==> src/rtl/tx_sched_pkg.sv <==
// Shared types and pattern generators for the TX lane scheduler and the PRBS7 generator.
package tx_sched_pkg;

  typedef enum logic [1:0] {
    IDLE  = 2'd0,
    TRAIN = 2'd1,
    DATA  = 2'd2
  } state_t;

  // Widest word the pattern helpers can build (STAGES up to 5).
  localparam int PRBS_MAX_W = 32;

  typedef struct packed {
    logic [6:0]            lfsr;
    logic [PRBS_MAX_W-1:0] word;
  } prbs_step_t;

  // Alternating 1,0,1,0 line pattern, bit 0 leaves the serializer first.
  function automatic logic [PRBS_MAX_W-1:0] clk_pattern(input int width);
    logic [PRBS_MAX_W-1:0] w;
    w = '0;
    for (int i = 0; i < PRBS_MAX_W; i++) begin
      if (i < width) w[i] = ((i % 2) == 0);
    end
    return w;
  endfunction

  // x^7+x^6+1 Fibonacci LFSR advanced nbits times; each feedback bit is also the output bit.
  function automatic prbs_step_t prbs7_step(input logic [6:0] lfsr, input int nbits);
    prbs_step_t r;
    logic [6:0] s;
    logic       fb;
    s      = lfsr;
    r.word = '0;
    for (int i = 0; i < PRBS_MAX_W; i++) begin
      if (i < nbits) begin
        fb        = s[6] ^ s[5];
        r.word[i] = fb;
        s         = {s[5:0], fb};
      end
    end
    r.lfsr = s;
    return r;
  endfunction

endpackage

==> src/rtl/prbs7_gen.sv <==
// Word-parallel PRBS7 source: seed load, per-word advance, combinational word output.
module prbs7_gen
  import tx_sched_pkg::*;
#(
  parameter int         WIDTH = 32,
  parameter logic [6:0] SEED  = 7'h7F
) (
  input  logic             clk,
  input  logic             rst,
  input  logic             load,
  input  logic             advance,
  output logic [WIDTH-1:0] word
);

  logic [6:0] lfsr;
  prbs_step_t step;

  always_comb begin
    step = prbs7_step(lfsr, WIDTH);
  end

  assign word = step.word[WIDTH-1:0];

  // Load has priority so a fresh burst always starts from the seed.
  always_ff @(posedge clk) begin
    if (rst || load) begin
      lfsr <= SEED;
    end else if (advance) begin
      lfsr <= step.lfsr;
    end
  end

endmodule

==> src/rtl/tx_lane_sched.sv <==
// Word-rate scheduler choosing idle, training pattern or mainband data for the tree serializer input.
module tx_lane_sched
  import tx_sched_pkg::*;
#(
  parameter int              STAGES      = 5,
  localparam int             WIDTH       = 2 ** STAGES,
  parameter int              TRAIN_WORDS = 16,
  parameter logic [WIDTH-1:0] IDLE_WORD  = '0,
  parameter logic [6:0]      PRBS_SEED   = 7'h7F
) (
  input  logic             clk,
  input  logic             rst,
  input  logic             train_req,
  input  logic             train_mode,
  input  logic             data_valid,
  input  logic [WIDTH-1:0] data_in,
  output logic             data_ready,
  output logic [WIDTH-1:0] ser_din,
  output logic             training,
  output logic             train_done,
  output logic             train_pend
);

  localparam int               CW       = $clog2(TRAIN_WORDS + 1);
  localparam logic [CW-1:0]    LAST     = CW'(TRAIN_WORDS - 1);
  localparam logic [WIDTH-1:0] CLK_WORD = WIDTH'(clk_pattern(WIDTH));

  state_t           state;
  logic [CW-1:0]    cnt;
  logic             mode;
  logic [WIDTH-1:0] prbs_word;

  // The LFSR sits at the seed whenever no burst is running.
  prbs7_gen #(
    .WIDTH (WIDTH),
    .SEED  (PRBS_SEED)
  ) u_prbs (
    .clk     (clk),
    .rst     (rst),
    .load    (state != TRAIN),
    .advance (state == TRAIN),
    .word    (prbs_word)
  );

  assign data_ready = (state == DATA);

  always_ff @(posedge clk) begin
    if (rst) begin
      state      <= IDLE;
      ser_din    <= IDLE_WORD;
      training   <= 1'b0;
      train_done <= 1'b0;
      train_pend <= 1'b0;
      cnt        <= '0;
      mode       <= 1'b0;
    end else begin
      train_done <= 1'b0;
      unique case (state)
        IDLE: begin
          ser_din <= IDLE_WORD;
          if (train_req || train_pend) begin
            state      <= TRAIN;
            training   <= 1'b1;
            train_pend <= 1'b0;
            mode       <= train_mode;
            cnt        <= '0;
          end else if (data_valid) begin
            state <= DATA;
          end
        end
        TRAIN: begin
          ser_din <= mode ? prbs_word : CLK_WORD;
          if (train_req) train_pend <= 1'b1;
          if (cnt == LAST) begin
            state      <= IDLE;
            training   <= 1'b0;
            train_done <= 1'b1;
            cnt        <= '0;
          end else begin
            cnt <= cnt + 1'b1;
          end
        end
        DATA: begin
          // A word offered alongside a training request is still taken.
          ser_din <= data_valid ? data_in : IDLE_WORD;
          if (train_req || train_pend) begin
            state      <= TRAIN;
            training   <= 1'b1;
            train_pend <= 1'b0;
            mode       <= train_mode;
            cnt        <= '0;
          end else if (!data_valid) begin
            state <= IDLE;
          end
        end
        default: begin
          state    <= IDLE;
          ser_din  <= IDLE_WORD;
          training <= 1'b0;
        end
      endcase
    end
  end

endmodule

==> config.mk <==
export PLATFORM = sky130hd
export DESIGN_NAME = tx_lane_sched
export DESIGN_NICKNAME = d
export VERILOG_FILES = /design/src/rtl/tx_sched_pkg.sv /design/src/rtl/prbs7_gen.sv /design/src/rtl/tx_lane_sched.sv
export SDC_FILE = /design/constraint.sdc
export NUM_CORES = 1
export LEC_CHECK = 0
export ABC_AREA = 1
export CORE_MARGIN = 4
export CORE_UTILIZATION = 50
export CTS_CLUSTER_SIZE = 25
export DETAILED_ROUTE_END_ITERATION = 8
export GPL_ROUTABILITY_DRIVEN = 0
export PLACE_DENSITY = 0.85
export SYNTH_ARGS = -nofsm -noshare
export SYNTH_HDL_FRONTEND = slang
export SYNTH_SLANG_ARGS = --single-unit
==> constraint.sdc <==
create_clock -name clk -period 3.4 [get_ports clk]
set_clock_uncertainty 0.2 [all_clocks]
set_input_delay 0.68 -clock clk [delete_from_list [all_inputs] [get_ports clk]]
set_output_delay 0.68 -clock clk [all_outputs]
set_load 0.1 [all_outputs]
==> flow_metrics.tcl, run 1 <==
set metrics [dict create \
    status "completed" \
    ios 73 \
    cts_root_buf "clkbuf_8" \
    synth-seq-cells 50 \
    period_needed_ns 2.194 \
    clock_latency_ns 0.31 \
    synthesis.area_um2 2364 \
    hold_viol_final 0 \
    end_kind "flip-flop" \
    cts_tree "yes" \
    grt_pass1_wl_um 9818 \
    setup_viol 0 \
    gr-total-overflow 0 \
    worstSetupStartpointType "input pin" \
    syn_inst 328 \
    slowest_delay_ns 0.67 \
    hold_buffers 0 \
    critPathKind "input pin to flip-flop" \
    ys_types 26 \
    wl_met1_um 2430 \
    fillers 377 \
    antenna_found_initial 0 \
    syn_nets 369 \
    max_freq_mhz 455.7 \
    synth_ff_type "dfxtp_1" \
    cp_data_required_time_ns 3.44 \
    cap_viol_max_count 0 \
    crit_path_top_delay_cell "inv_1" \
    p_per_area_nw_per_um2 903.4 \
    rsz0062_at_grt "false" \
    htreeDepth 2 \
    cts_buffer_depth 2 \
    grt_max_degree 33 \
    path_clk_slew_ns 0.09 \
    ant_nets 0 \
    syn_to_final_growth_pct 30.39 \
    core_area_um2 4474 \
    portBuffers 72 \
    routed_via_density 5.078 \
    grt_pass1_vias 2208 \
    irDropWorstVdd_mv 0.6432 \
    hpwl_um 4490 \
    die_w_um 76.76 \
    die_h_um 76.76 \
    diodes 0 \
    final_common_cell "nand2_1" \
    ys_warn_count 0 \
    groute.usage.overall 0.2039 \
    routed_wl_um 5877 \
    final_cells 446 \
    die-area_um2 5891 \
    drc 0 \
    cts_sinks 50 \
    highest_layer "met4" \
    fin_tns_setup_ns 0 \
    path_buf_inv 2 \
    rows 24 \
    routedWlPerCell_um 13.18 \
    cts_buffers 5 \
    place_inst 438 \
    worst_pin_slew_ns 0.9194 \
    drtPass1Iterations 4 \
    slew_viol_final 0 \
    arrival_ns 2.23 \
    final_util 0.6888 \
    seq_area_frac_synth 0.4235 \
    cts_resized 0 \
    met2_length_um 2877 \
    relSlewSlack 0.3864 \
    ys_async_sr_fraction 0 \
    vias 2265 \
    layout-drive-gt1-share 0.1320 \
    first_iter_violations 226 \
    crit_path_cell_trace "clkdlybuf4s50_1, nand2_1, inv_1, a22oi_1, nor2_1" \
    initial_core_util 0.5282 \
    cpLargestDelayFamily "buffers and inverters" \
    syn_avg_cell_area_um2 7.206 \
    worstPathMaxFanout 32 \
    wl_met3_um 442 \
    period_share 0.6454 \
    p_leak_nw 1.335 \
    layout_common_cells "106 x nand2_1, 50 x dfxtp_1, 38 x buf_4" \
    post_cts_buffers 0 \
    synth-edff-count 0 \
    layout.nets 434 \
    hold_path_class "flip-flop to flip-flop" \
]
## per-stage QoR
step | total power [mW] | setup WS [ns] | area [um^2] | hold WS [ns]
4_1_cts | 2.781 | 1.228 | 3082 | 0.2652
3_5_place_dp | 2.369 | 0.9194 | 2972 | 0.2520
2_1_floorplan | 2.035 | 1.159 | 2364 | 0.2294
3_3_place_gp | 2.347 | 0.9682 | 2972 | 0.2395
6_report | 2.784 | 1.206 | 3082 | 0.2623
5_1_grt | 2.997 | 1.035 | 3082 | 0.2957
## synthesized netlist by cell type (2+ instances only)
library cell	instances	area, um^2
clkbuf_1	4	15.01
or2_2	3	18.77
buf_2	3	15.01
nand3_1	19	95.09
a22oi_1	9	67.56
ha_1	4	50.05
xor2_1	8	70.07
xnor2_1	4	35.03
a21oi_1	34	170.2
inv_1	23	86.33
dfxtp_1	50	1001
nor2_1	26	97.59
nand2_1	106	397.9
o21ai_0	18	90.09
buf_6	2	22.52
buf_1	4	15.01
clkbuf_8	2	27.53
## layer usage
layer	GRT usage	vias to the layer above
li1	-	1177
met1	0.2425	992
met2	0.3432	84
met3	0.05738	12
met4	0.08514	0
met5	0	-
## power by group
part	switching [mW]	total (mW)	internal [mW]
Combinational	1.18	1.61	0.433
Sequential	0.0845	0.762	0.678
Clock	0.188	0.407	0.219
Total	1.45	2.78	1.33
## worst register-to-register path: stages, from the launching register on
cell and delay, ns:
dfxtp_1 0.51, inv_1 0.18, nand2_1 0.09, nand2_1 0.09, nand2_1 0.10, nand2_1 0.11
nand2_1 0.08, nand2_1 0.07, nand2_1 0.12, nand2_1 0.08, nand2_1 0.10, nand2_1 0.07
nand2_1 0.06, a21oi_1 0.06
## state kept, by name, indices dropped and copies added, names as in the netlist
| signal | cells |
|---|---|
| ser_din | 32 |
| u_prbs.lfsr | 7 |
| cnt | 5 |
| state | 2 |
| mode | 1 |
| train_done | 1 |
| train_pend | 1 |
| training | 1 |
## final timing paths
check,end,cells after the start,start,slack [ns]
setup / recovery,ser_din[1]$_SDFF_PP0_,5,data_valid,1.21
hold / removal,cnt[4]$_SDFFE_PP0P_,2,cnt[4]$_SDFFE_PP0P_,0.26
setup reg to reg,ser_din[31]$_SDFF_PP0_,13,u_prbs.lfsr[1]$_SDFFE_PP1P_,1.36
hold reg to reg,cnt[4]$_SDFFE_PP0P_,2,cnt[4]$_SDFFE_PP0P_,0.26
## area by class of cell
| cell class | instances | area, um^2 | area share |
|---|---|---|---|
| sequential | 50 | 1001 | 0.3248 |
| clock buffer | 6 | 72.57 | 0.02355 |
| clock inverter | 2 | 37.54 | 0.01218 |
| tap | 52 | 65.06 | 0.02111 |
| timing repair buffer | 74 | 645.6 | 0.2095 |
| inverter | 24 | 90.09 | 0.02923 |
| multi-input combinational | 238 | 1170 | 0.3796 |
## kinds of logic (layout without fill, tap and decap cells)
kind of cell / Yosys count / count (layout) / share of synthesized area
compound gates: 63 / 63 / 0.1456
xor+xnor: 14 / 14 / 0.06300
fa+ha+maj: 4 / 4 / 0.02118
buf+inv: 40 / 106 / 0.08152
flops: 50 / 50 / 0.4235
simple gates: 157 / 157 / 0.2652
(Power assumes the default switching activity.)
==> run 2, diff against run 1 <==
Settings changed: CORE_UTILIZATION 50 to 42, PLACE_DENSITY 0.85 to 0.76.
Clock period 3.4 ns to 1.8 ns, I/O delays scaled along.
==> run 2 against run 1 <==
  * The run now ends with negative setup slack left
  * Global-route usage decreased by 0.58 points
  * Sequential share of layout area decreased by 6.3 points
  * Wire length increased by 24%
  * Final area increased by 26%
  * Power increased by 120%
  * Die area increased by 17%
  * Utilization increased by 2.1 points
  * Clock-buffer cell count decreased by 1
  * Sequential power increased by 94%
  * Via count increased by 15%
  * Critical path type is now flip-flop to flip-flop
  * Largest cell class is now non-clock buffers
  * Highest routed layer unchanged
==> flow_metrics.tcl, run 2 (same netlist as run 1, synthesis figures left out) <==
set metrics [dict create \
    die_w_um 83.02 \
    fillers 415 \
    ios 73 \
    hpwl_um 5203 \
    grt_pass1_vias 2467 \
    layout_common_cells "96 x nand2_1, 42 x dfxtp_1, 40 x buf_12" \
    rsz0062_at_grt "true" \
    routed_wl_um 7265 \
    layout-drive-gt1-share 0.2601 \
    cts_root_buf "clkbuf_8" \
    initial_core_util 0.4319 \
    cap_viol_max_count 0 \
    grt_max_degree 33 \
    layout.nets 459 \
    final_common_cell "nand2_1" \
    routed_via_density 5.308 \
    drc 0 \
    setup_viol 2 \
    first_iter_violations 342 \
    syn_to_final_growth_pct 64.37 \
    hold_path_class "flip-flop to flip-flop" \
    finalWorstSetupSlack_ns -0.04494 \
    htreeDepth 2 \
    cts_buffer_depth 2 \
    crit_path_top_delay_cell "dfxtp_2" \
    rows 27 \
    cts_buffers 5 \
    hold_buffers 0 \
    period_needed_ns 1.845 \
    p_per_area_nw_per_um2 1584 \
    total_power_mw 6.155 \
    cts_sinks 50 \
    max_freq_mhz 542.0 \
    p_leak_nw 1.553 \
    clock_latency_ns 0.32 \
    groute.usage.overall 0.1981 \
    violations "negative setup slack" \
    slew_viol_final 0 \
    critPathKind "flip-flop to flip-flop" \
    portBuffers 72 \
    end_kind "flip-flop" \
    status "finished, violations left" \
    die_h_um 83.02 \
    gr-total-overflow 0 \
    diodes 0 \
    drtPass1Iterations 5 \
    crit_path_cell_trace "inv_1, nand2_1, nand2_2, nand2_1, nand3_1, nand2_1, nand2_1, nand2_1, inv_1, nand2_1, nand2_1, nand2_1, a21oi_1" \
    irDropWorstVdd_mv 1.262 \
    whs_ns 0.2852 \
    antenna_found_initial 0 \
    relSlewSlack 0.7094 \
    worstSetupStartpointType "flip-flop" \
    routedWlPerCell_um 14.80 \
    top_register "ser_din" \
    core_area_um2 5473 \
    period_share 1.025 \
    hold_viol_final 0 \
    largest_register_ff_count 32 \
    slowest_delay_ns 0.39 \
    worst_pin_slew_ns 0.4327 \
    cts_tree "yes" \
    crit_top_cell "nand2_1" \
    arrival_ns 1.86 \
    grt_pass1_wl_um 11240 \
    worstPathMaxFanout 4 \
    ant_nets 0 \
    biggestRegsByFlops "ser_din x32, u_prbs.lfsr x7, cnt x5" \
    vias 2606 \
    path_clk_slew_ns 0.10 \
    cp_data_required_time_ns 1.82 \
    die-area_um2 6891 \
]
-- run 2: cell count changes in the layout (fill, tap and decap cells not counted), sizes merged --
cell,before,now
buf,38,62
clkinvlp,1,3
bufinv,1,0
clkbuf,6,5
clkinv,0,1
-- run 2: where the power goes --
group | switching [mW] | leakage, nW | internal (mW)
registers | 0.188 | 0.404 | 1.29
logic | 2.51 | 1.10 | 1.46
clock network | 0.415 | 0.0447 | 0.281
-- run 2: final timing paths --
| kind | startpoint | endpoint | slack, ns | cells past startpoint |
|---|---|---|---|---|
| worst max-delay path | u_prbs.lfsr[6]$_SDFFE_PP1P_ | ser_din[31]$_SDFF_PP0_ | -0.04 | 13 |
| worst min-delay path | cnt[3]$_SDFFE_PP0P_ | cnt[3]$_SDFFE_PP0P_ | 0.29 | 2 |
| worst max register to register | u_prbs.lfsr[6]$_SDFFE_PP1P_ | ser_din[31]$_SDFF_PP0_ | -0.04 | 13 |
| worst min register to register | cnt[3]$_SDFFE_PP0P_ | cnt[3]$_SDFFE_PP0P_ | 0.29 | 2 |
-- run 2: per-stage QoR --
stage | std cells | utilization | TNS [ns] | worst slack, ns | instance area (um^2)
final | 491 | 0.7099 | -0.08121 | -0.04494 | 3885
after global routing | 491 | 0.7099 | -0.5809 | -0.1609 | 3885
after CTS | 483 | 0.6813 | 0 | 0.008512 | 3729
after global placement | 475 | 0.6630 | 0 | 0.006369 | 3628
after floorplan | 328 | - | 0 | 0.02191 | 2380
after detailed placement | 475 | 0.6630 | -0.3222 | -0.06343 | 3628
-- run 2: area by class of cell --
cell class              count  area, um^2  area share
clock inverters             3       25.02    0.006441
inverters                  24       93.84     0.02415
well taps                  72       90.09     0.02319
clock buffers               5       68.82     0.01771
repair buffers             98        1326      0.3414
flip-flops and latches     50        1018      0.2622
repair inverters            1       7.507    0.001932
multi-input cells         238        1255      0.3230
-- run 2: metal layers --
layer,GRT usage,vias up,share of wire
li1,-,1235,-
met1,0.2170,1174,0.38
met2,0.3608,150,0.48
met3,0.04663,47,0.076
met4,0.08618,0,0.063
met5,0,-,0
-- run 2: timing repair --
| action | in CTS | in global routing |
|---|---|---|
| pin swaps | 0 | 4 |
| cloned | 0 | 1 |
| setup buffers | 0 | 7 |
| setup endpoints to repair | 9 | 27 |
| resized for setup | 4 | 32 |
-- run 2: critical path: cells and delay by family (launching register included) --
| kind | cells | cell delay, ns |
|---|---|---|
| and+or+nand+nor | 10 | 0.94 |
| AOI/OAI and AO/OA | 1 | 0.05 |
| buffers and inverters | 2 | 0.17 |
| DFF | 1 | 0.39 |
==> run 3, diff against run 2 <==
Settings changed: SKIP_LAST_GASP from default to 1.
==> run 3 against run 2 <==
  * Sequential share of layout area is 0.40 points higher
  * Wire length up 0.50%
  * Fmax increased by 3.2%
  * Flip-flop and latch count stayed put
  * Non-clock buffer count down 4
  * Final area fell by 1.3%
  * Worst setup slack improved by 0.058 ns
  * The flow now finishes without violations
  * Clock-buffer cell count is the same
  * Register-to-register slack gained 0.06 ns
  * Die area is the same
  * Critical path type unchanged
  * Utilization is 0.89 points lower
==> flow_metrics.tcl, run 3 (same netlist as run 1, synthesis figures left out) <==
set metrics [dict create \
    fin_tns_setup_ns 0 \
    max_freq_mhz 559.6 \
    crit_top_cell "nand2_1" \
    ant_nets 0 \
    slew_viol_final 0 \
    path_clk_slew_ns 0.10 \
    cap_viol_max_count 0 \
    grt_max_degree 33 \
    hpwl_um 5203 \
    core_area_um2 5473 \
    layout-drive-gt1-share 0.2458 \
    register_area_um2 1021 \
    p_per_area_nw_per_um2 1585 \
    vias 2560 \
    layout.nets 455 \
    whs_ns 0.2853 \
    relSlewSlack 0.7157 \
    htreeDepth 2 \
    p_leak_nw 1.529 \
    period_share 0.9928 \
    first_iter_violations 237 \
    slowest_delay_ns 0.37 \
    grt_pass1_vias 2474 \
    cts_root_buf "clkbuf_8" \
    top_register "ser_din" \
    end_kind "flip-flop" \
    final_util 0.7010 \
    ios 73 \
    setup_viol 0 \
    status "completed" \
    final_cell_area_um2 3836 \
    worstSetupStartpointType "flip-flop" \
    crit_path_cell_trace "inv_2, nand2_1, nand2_2, nand2_1, nand2_2, nand2_1, nand2_1, nand2_1, nand2_1, nand2_1, nand2_1, nand2_1, a21oi_1" \
    crit_path_top_delay_cell "dfxtp_4" \
    rsz0062_at_grt "true" \
    final_cells 487 \
    fillers 429 \
    gr-total-overflow 0 \
    syn_to_final_growth_pct 62.31 \
    total_power_mw 6.080 \
    rr_worst_depth 13 \
    biggestRegsByFlops "ser_din x32, u_prbs.lfsr x7, cnt x5" \
    drc 0 \
    pre_cts_slack_ns -0.06343 \
    layout_common_cells "98 x nand2_1, 42 x dfxtp_1, 40 x buf_12" \
    cts_buffers 5 \
    worst_pin_slew_ns 0.4234 \
    worst-r2r-setup-slack_ns 0.01 \
    multiInputGateArea_um2 1234 \
    routed_wl_um 7301 \
    crit_path_end "ser_din[31]$_SDFF_PP0_" \
    critPathKind "flip-flop to flip-flop" \
    cp_data_required_time_ns 1.87 \
    die_w_um 83.02 \
    r2r-start "u_prbs.lfsr[5]$_SDFFE_PP1P_" \
    largest_register_ff_count 32 \
    drtPass1Iterations 5 \
    finalWorstSetupSlack_ns 0.01296 \
    worstPathMaxFanout 6 \
    cts_tree "yes" \
    routedWlPerCell_um 14.99 \
    arrival_ns 1.85 \
    clock_latency_ns 0.32 \
    initial_core_util 0.4319 \
    reg2reg_to "ser_din[31]$_SDFF_PP0_" \
    die_h_um 83.02 \
    placedInstanceArea_um2 3628 \
    final_common_cell "nand2_1" \
    rows 27 \
    irDropWorstVdd_mv 1.256 \
    routed_via_density 5.257 \
    hold_buffers 0 \
    groute.usage.overall 0.1977 \
    cts_sinks 50 \
    antenna_found_initial 0 \
    cts_buffer_depth 2 \
    hold_path_class "flip-flop to flip-flop" \
    period_needed_ns 1.787 \
    critPathLaunch "u_prbs.lfsr[5]$_SDFFE_PP1P_" \
    die-area_um2 6891 \
    hold_viol_final 0 \
    diodes 0 \
    portBuffers 72 \
    place_inst 475 \
    grt_pass1_wl_um 11230 \
]
## run 3: timing repair
item                                    4_1_cts  5_1_grt
endpoints found under the setup margin        9       27
setup buffers                                 0        3
cloned                                        0        1
pin swaps                                     0        2
gates resized for setup                       3       30
hold endpoints to repair                      0        0
## run 3: how the worst min path moves through the flow
stage                     cells after the start                  end  slack [ns]                start
final                                         2  cnt[3]$_SDFFE_PP0P_        0.29  cnt[3]$_SDFFE_PP0P_
after global placement                        2  cnt[4]$_SDFFE_PP0P_        0.25  cnt[4]$_SDFFE_PP0P_
after floorplan                               2  cnt[4]$_SDFFE_PP0P_        0.23  cnt[4]$_SDFFE_PP0P_
after CTS                                     2  cnt[3]$_SDFFE_PP0P_        0.29  cnt[3]$_SDFFE_PP0P_
after global routing                          2  cnt[3]$_SDFFE_PP0P_        0.31  cnt[3]$_SDFFE_PP0P_
after detailed placement                      2  cnt[3]$_SDFFE_PP0P_        0.27  cnt[3]$_SDFFE_PP0P_
## run 3: area by class of cell
type                            count  share of cell area
Timing Repair Buffer               94              0.3379
Multi-Input combinational cell    238              0.3216
Sequential cell                    50              0.2661
Inverter                           24             0.02446
Tap cell                           72             0.02348
Clock buffer                        5             0.01794
Clock inverter                      3            0.006523
Timing Repair inverter              1            0.001957
## run 3: power breakdown
part	switching [mW]	internal, mW
Combinational	2.48	1.40
Clock	0.421	0.281
Sequential	0.192	1.30
Total	3.10	2.98
## run 3: worst max-delay path, delay by kind of cell, from the launching register on
family          cells  cell delay (ns)
compound gates      1             0.11
buf+inv             1             0.09
flops               1             0.37
simple gates       11             0.98
## run 3: layer usage
| layer | share of wire | track usage |
|---|---|---|
| met1 | 0.38 | 0.2145 |
| met5 | 0 | 0 |
| met2 | 0.50 | 0.3622 |
| met4 | 0.051 | 0.08618 |
| met3 | 0.070 | 0.04663 |
